### src/rtl/hamming_encoder_stream.sv
// Streaming Hamming(15,11) encoder with an output FIFO,
// a one-shot bit-flip injector and a delivered-word counter.
module hamming_encoder_stream #(
    parameter int DEPTH = 4,
    parameter int CNT_W = 16
) (
    input  logic             clk,
    input  logic             rst,
    input  logic [10:0]      in_data,
    input  logic             in_valid,
    output logic             in_ready,
    output logic [14:0]      out_code,
    output logic             out_valid,
    input  logic             out_ready,
    input  logic             inj_req,
    input  logic [3:0]       inj_pos,
    output logic             inj_armed,
    output logic [CNT_W-1:0] word_cnt
);

    localparam int          AW   = (DEPTH > 1) ? $clog2(DEPTH) : 1;
    localparam logic [AW:0] FULL = (AW + 1)'(DEPTH);

    logic [14:0]      r_mem [DEPTH];
    logic [AW-1:0]    r_wr_ptr;
    logic [AW-1:0]    r_rd_ptr;
    logic [AW:0]      r_count;
    logic             r_inj_armed;
    logic [3:0]       r_inj_pos;
    logic [CNT_W-1:0] r_word_cnt;

    logic [14:0]      w_code;
    logic [14:0]      w_mask;
    logic             w_in_ready;
    logic             w_out_valid;
    logic             w_push;
    logic             w_pop;

    assign w_in_ready  = !rst && (r_count != FULL);
    assign w_out_valid = (r_count != '0);
    assign w_push      = in_valid && w_in_ready;
    assign w_pop       = w_out_valid && out_ready;

    assign in_ready  = w_in_ready;
    assign out_valid = w_out_valid;
    assign out_code  = w_out_valid ? r_mem[r_rd_ptr] : 15'd0;
    assign inj_armed = r_inj_armed;
    assign word_cnt  = r_word_cnt;

    // Place data bits and compute the four parity bits.
    always_comb begin
        w_code      = '0;
        w_code[2]   = in_data[0];
        w_code[4]   = in_data[1];
        w_code[5]   = in_data[2];
        w_code[6]   = in_data[3];
        w_code[14:8] = in_data[10:4];
        w_code[0] = w_code[2] ^ w_code[4] ^ w_code[6] ^ w_code[8]
                  ^ w_code[10] ^ w_code[12] ^ w_code[14];
        w_code[1] = w_code[2] ^ w_code[5] ^ w_code[6] ^ w_code[9]
                  ^ w_code[10] ^ w_code[13] ^ w_code[14];
        w_code[3] = w_code[4] ^ w_code[5] ^ w_code[6] ^ w_code[11]
                  ^ w_code[12] ^ w_code[13] ^ w_code[14];
        w_code[7] = ^w_code[14:8];
    end

    // Flip mask for an armed injection; position 15 flips nothing.
    always_comb begin
        w_mask = '0;
        if (r_inj_armed && (r_inj_pos != 4'd15))
            w_mask = 15'(1) << r_inj_pos;
    end

    // Codeword storage; contents are don't-care while empty.
    always_ff @(posedge clk) begin
        if (w_push)
            r_mem[r_wr_ptr] <= w_code ^ w_mask;
    end

    // FIFO pointers and occupancy.
    always_ff @(posedge clk) begin
        if (rst) begin
            r_wr_ptr <= '0;
            r_rd_ptr <= '0;
            r_count  <= '0;
        end else begin
            if (w_push)
                r_wr_ptr <= r_wr_ptr + 1'b1;
            if (w_pop)
                r_rd_ptr <= r_rd_ptr + 1'b1;
            unique case ({w_push, w_pop})
                2'b10:   r_count <= r_count + 1'b1;
                2'b01:   r_count <= r_count - 1'b1;
                default: r_count <= r_count;
            endcase
        end
    end

    // Injection arm: a new request wins over consumption by an accept.
    always_ff @(posedge clk) begin
        if (rst) begin
            r_inj_armed <= 1'b0;
            r_inj_pos   <= 4'd0;
        end else if (inj_req) begin
            r_inj_armed <= 1'b1;
            r_inj_pos   <= inj_pos;
        end else if (w_push) begin
            r_inj_armed <= 1'b0;
        end
    end

    // Count delivered codewords, wrapping naturally.
    always_ff @(posedge clk) begin
        if (rst)
            r_word_cnt <= '0;
        else if (w_pop)
            r_word_cnt <= r_word_cnt + CNT_W'(1);
    end

endmodule

### config.mk
export PLATFORM = sky130hd
export DESIGN_NAME = hamming_encoder_stream
export DESIGN_NICKNAME = d
export VERILOG_FILES = /design/src/rtl/hamming_encoder_stream.sv
export SDC_FILE = /design/constraint.sdc
export NUM_CORES = 1
export LEC_CHECK = 0
export ABC_CLOCK_PERIOD_IN_PS = 2200
export CAP_MARGIN = 20
export CORE_ASPECT_RATIO = 0.7
export CORE_MARGIN = 10
export CORE_UTILIZATION = 25
export DETAILED_ROUTE_END_ITERATION = 6
export PLACE_DENSITY = 0.56
export SLEW_MARGIN = 20
export SYNTH_ARGS = -nofsm -noshare
export SYNTH_HDL_FRONTEND = slang
export SYNTH_SLANG_ARGS = --single-unit
### constraint.sdc
create_clock -name clk -period 2.2 [get_ports clk]
set_clock_uncertainty 0.2 [all_clocks]
set_input_delay 0.44 -clock clk [delete_from_list [all_inputs] [get_ports clk]]
set_output_delay 0.44 -clock clk [all_outputs]
set_load 0.02 [all_outputs]
==> results by group <==
Synthesis
  – Share of the synthesized area in the top cell type: 0.451
  – Syn Inst Count: 302
  – Yosys synthesis warning count: 0
  – Syn_nets: 329
  – Register area share after synthesis: 0.601
  – Avg Cell Area, Syn: 13.2 sq um
  – Synth top area cells: edfxtp_1 (45%), dfxtp_1 (15%), mux4_2 (8.5%)
  – Cell type with the highest aggregate area in the netlist: edfxtp_1
  – Synth Cell Area: 4000 sq um
  – Synth unique cells: 34
  – #FFs+latches synth: 90

Die
  – Chip width: 171 microns
  – Die area: 21,500 sq um
  – Core region area: 15,600 sq um
  – # IOs: 54
  – Rows: 38
  – Chip height: 126 microns
  – Initial cell density of the core: 0.256

STA
  – Final setup viols: 15
  – Max-slew violations: 0
  – Final period utilization: 1.05
  – Max Clock Freq: 0.433 GHz
  – Worst slew margin: 0.742
  – Worst Tran Pin Value: 385 ps
  – Crit path time final: 2310 ps
  – RSZ-0062 raised after global routing: true
  – Fin. Hold Viols: 0
  – Setup ws final: -109 ps

Worst setup path
  – Setup CP Type: reg -> out
  – Worst-path cell chain: buf_12 > mux4_2 > nor2b_1 > buf_4
  – Crit end category: output pin
  – Worst path slowest cell: mux4_2
  – CP Launch Type: register
  – FF-to-FF Start: r_count[0]$_SDFFE_PP0P_
  – Crit-path max FO: 6
  – Max incr delay on CP: 510 ps
  – WP data required: 1560 ps
  – CP arrival: 1670 ps

Cells and area
  – Layout area overhead: 37.5%
  – ANT cells: 0
  – Fin nets: 419
  – Layout cells sized above 1: 0.262
  – # fillers: 1,521

Detailed routing
  – DRT Pass-1 Iters: 4
  – Final routed DRC violation total: 0
  – Via count: 2,587
  – Starting DRT DRC Count: 157
  – Routed Antenna Nets: 0
  – DR WL/cell: 15.8 microns
  – Drt via density: 4.33
  – Overall routed net length: 9410 microns

Placement
  – Post-Place Setup Slack: -361 ps
  – I/O Buffers: 53
  – Hpwl dp: 6710 microns
  – Routability cong.: 0.773

Status
  – Status: finished with violations
  – Failing checks: negative setup slack

Hold path
  – Class of the worst hold path: reg -> reg
  – Hold Path Origin: word_cnt[15]$_SDFFE_PP0P_

Flow run
  – Number of max-cap violations: 0

Clocking
  – Root Driver: clkbuf_16
  – Cts hold-fix bufs: 0
  – Clk pin slew, worst setup/hold paths: 70 ps
  – Total CTS buffers: 9
  – H-tree depth: 3
  – CTS sink count: 90
  – Skew-Pair Late Insertion Delay: 340 ps
  – CTS tree: done
  – Maximum clock path buffer count: 2

Power and ir drop
  – P per Cell Area: 1020 nW/um^2
  – VDD IR-drop max: 0.000353 V
  – Leak pwr: 1.90 nW
  – Overall Power: 5.62 mW

Global routing
  – Total track usage: 0.0894
  – Vias in the first global route: 2,746
  – Antenna violations before repair: 1
  – Gr ovfl total: 0
  – Largest net degree at the start of global routing: 30
  – First-pass GRT wire length: 14,900 microns
[layer usage]
layer,vias to the layer above,GRT usage,share of wire
li1,1264,-,-
met1,1277,0.108,0.45
met2,36,0.145,0.49
met3,8,0.0318,0.050
met4,2,0.0275,0.0089
met5,-,0,0.0014
[metrics by stage]
step | hold slack (ps) | cells | cell area [sq um] | TNS, ps | utilization
2_1_floorplan | 285 | 302 | 4000 | 0 | -
4_1_cts | 303 | 593 | 5350 | -2230 | 0.343
3_5_place_dp | 292 | 575 | 5070 | -6320 | 0.325
5_1_grt | 311 | 597 | 5490 | -2130 | 0.352
3_3_place_gp | 268 | 575 | 5070 | -5240 | 0.325
6_report | 298 | 597 | 5490 | -1210 | 0.352
[power by group]
group          leakage [nW]  total [mW]  internal [mW]  switching, mW
clock                 0.137        1.46          0.783          0.678
combinational         0.975        2.10           1.12          0.983
sequential            0.790        2.06           1.97         0.0909
[what timing repair did]
item	4_1_cts	5_1_grt
setup buffers	1	5
resized for setup	73	36
pin swaps	0	3
endpoints found under the setup margin	18	21
cloned	1	0
endpoints found under the hold margin	0	0
[final cells by class]
class | count | area (sq um) | area share
inverters | 9 | 33.8 | 0.00615
multi-input cells | 192 | 1590 | 0.290
clock buffers | 9 | 225 | 0.0410
clock inverters | 7 | 60.1 | 0.0109
well taps | 200 | 250 | 0.0456
repair buffers | 90 | 920 | 0.167
flip-flops and latches | 90 | 2410 | 0.439
[path summary, 6_finish.rpt]
path / end / slack (ps) / cells past startpoint
max: out_code[0] / -110 / 4
min: word_cnt[15]$_SDFFE_PP0P_ / 300 / 2
max reg2reg: r_count[2]$_SDFFE_PP0P_ / 110 / 9
min reg2reg: word_cnt[15]$_SDFFE_PP0P_ / 300 / 2
[cell usage after synthesis]
cell      count
edfxtp_1     60
dfxtp_1      30
nor2_1       28
xnor2_1      26
xor2_1       21
mux4_2       15
nor2b_1      15
nand2_1      12
a21oi_1      11
clkbuf_1      9
inv_1         8
nor3_1        8
ha_1          6
nand3_1       6
nand4_1       6
and2_1        5
o21ai_0       5
or3_1         5
mux2i_1       4
nand2b_1      4
o31ai_1       3
buf_2         2
or4_1         2
a211oi_1      1
and3_1        1
and4_1        1
fa_1          1
inv_2         1
nand3b_1      1
nor3b_1       1
nor4_1        1
o31ai_2       1
or2_2         1
or4_4         1
[flip-flops by register name (all words and copies together), names as in the netlist, named ones only]
| register | cells |
|---|---|
| r_inj_pos | 4 |
| r_rd_ptr | 2 |
| r_mem | 60 |
| inj_armed | 1 |
| r_wr_ptr | 2 |
| word_cnt | 16 |
| r_count | 3 |
[cell usage in the layout (no fill, tap or decap), types with 2 or more instances in the layout]
master,n
edfxtp_1,60
clkdlybuf4s50_1,34
buf_4,32
nor2_1,27
dfxtp_1,27
xnor2_1,26
xor2_1,21
mux4_2,15
nand2_1,12
a21oi_1,10
buf_12,10
clkbuf_16,9
inv_1,8
nor2b_1,8
buf_6,8
nor3_1,7
nor2b_4,7
nand3_1,6
nand4_1,6
and2_1,5
o21ai_0,5
or3_1,5
ha_1,5
nand2b_1,4
mux2i_1,4
o31ai_1,3
inv_6,3
clkinv_4,3
dlygate4sd2_1,3
or4_1,2
buf_2,2
dfxtp_2,2
[kinds of logic after synthesis]
| group | share of synthesized area |
|---|---|
| compound gates | 0.0307 |
| xor+xnor | 0.103 |
| fa+ha+maj | 0.0238 |
| buf+inv | 0.0194 |
| flops | 0.601 |
| mux | 0.0946 |
| simple gates | 0.127 |
[critical path: cells and delay by family (launching register included)]
| family | cells | cell delay (ps) |
|---|---|---|
| DFF | 1 | 390 |
| buffers and inverters | 2 | 280 |
| and+or+nand+nor | 1 | 150 |
| muxes | 1 | 510 |
(Power assumes the default switching activity.)
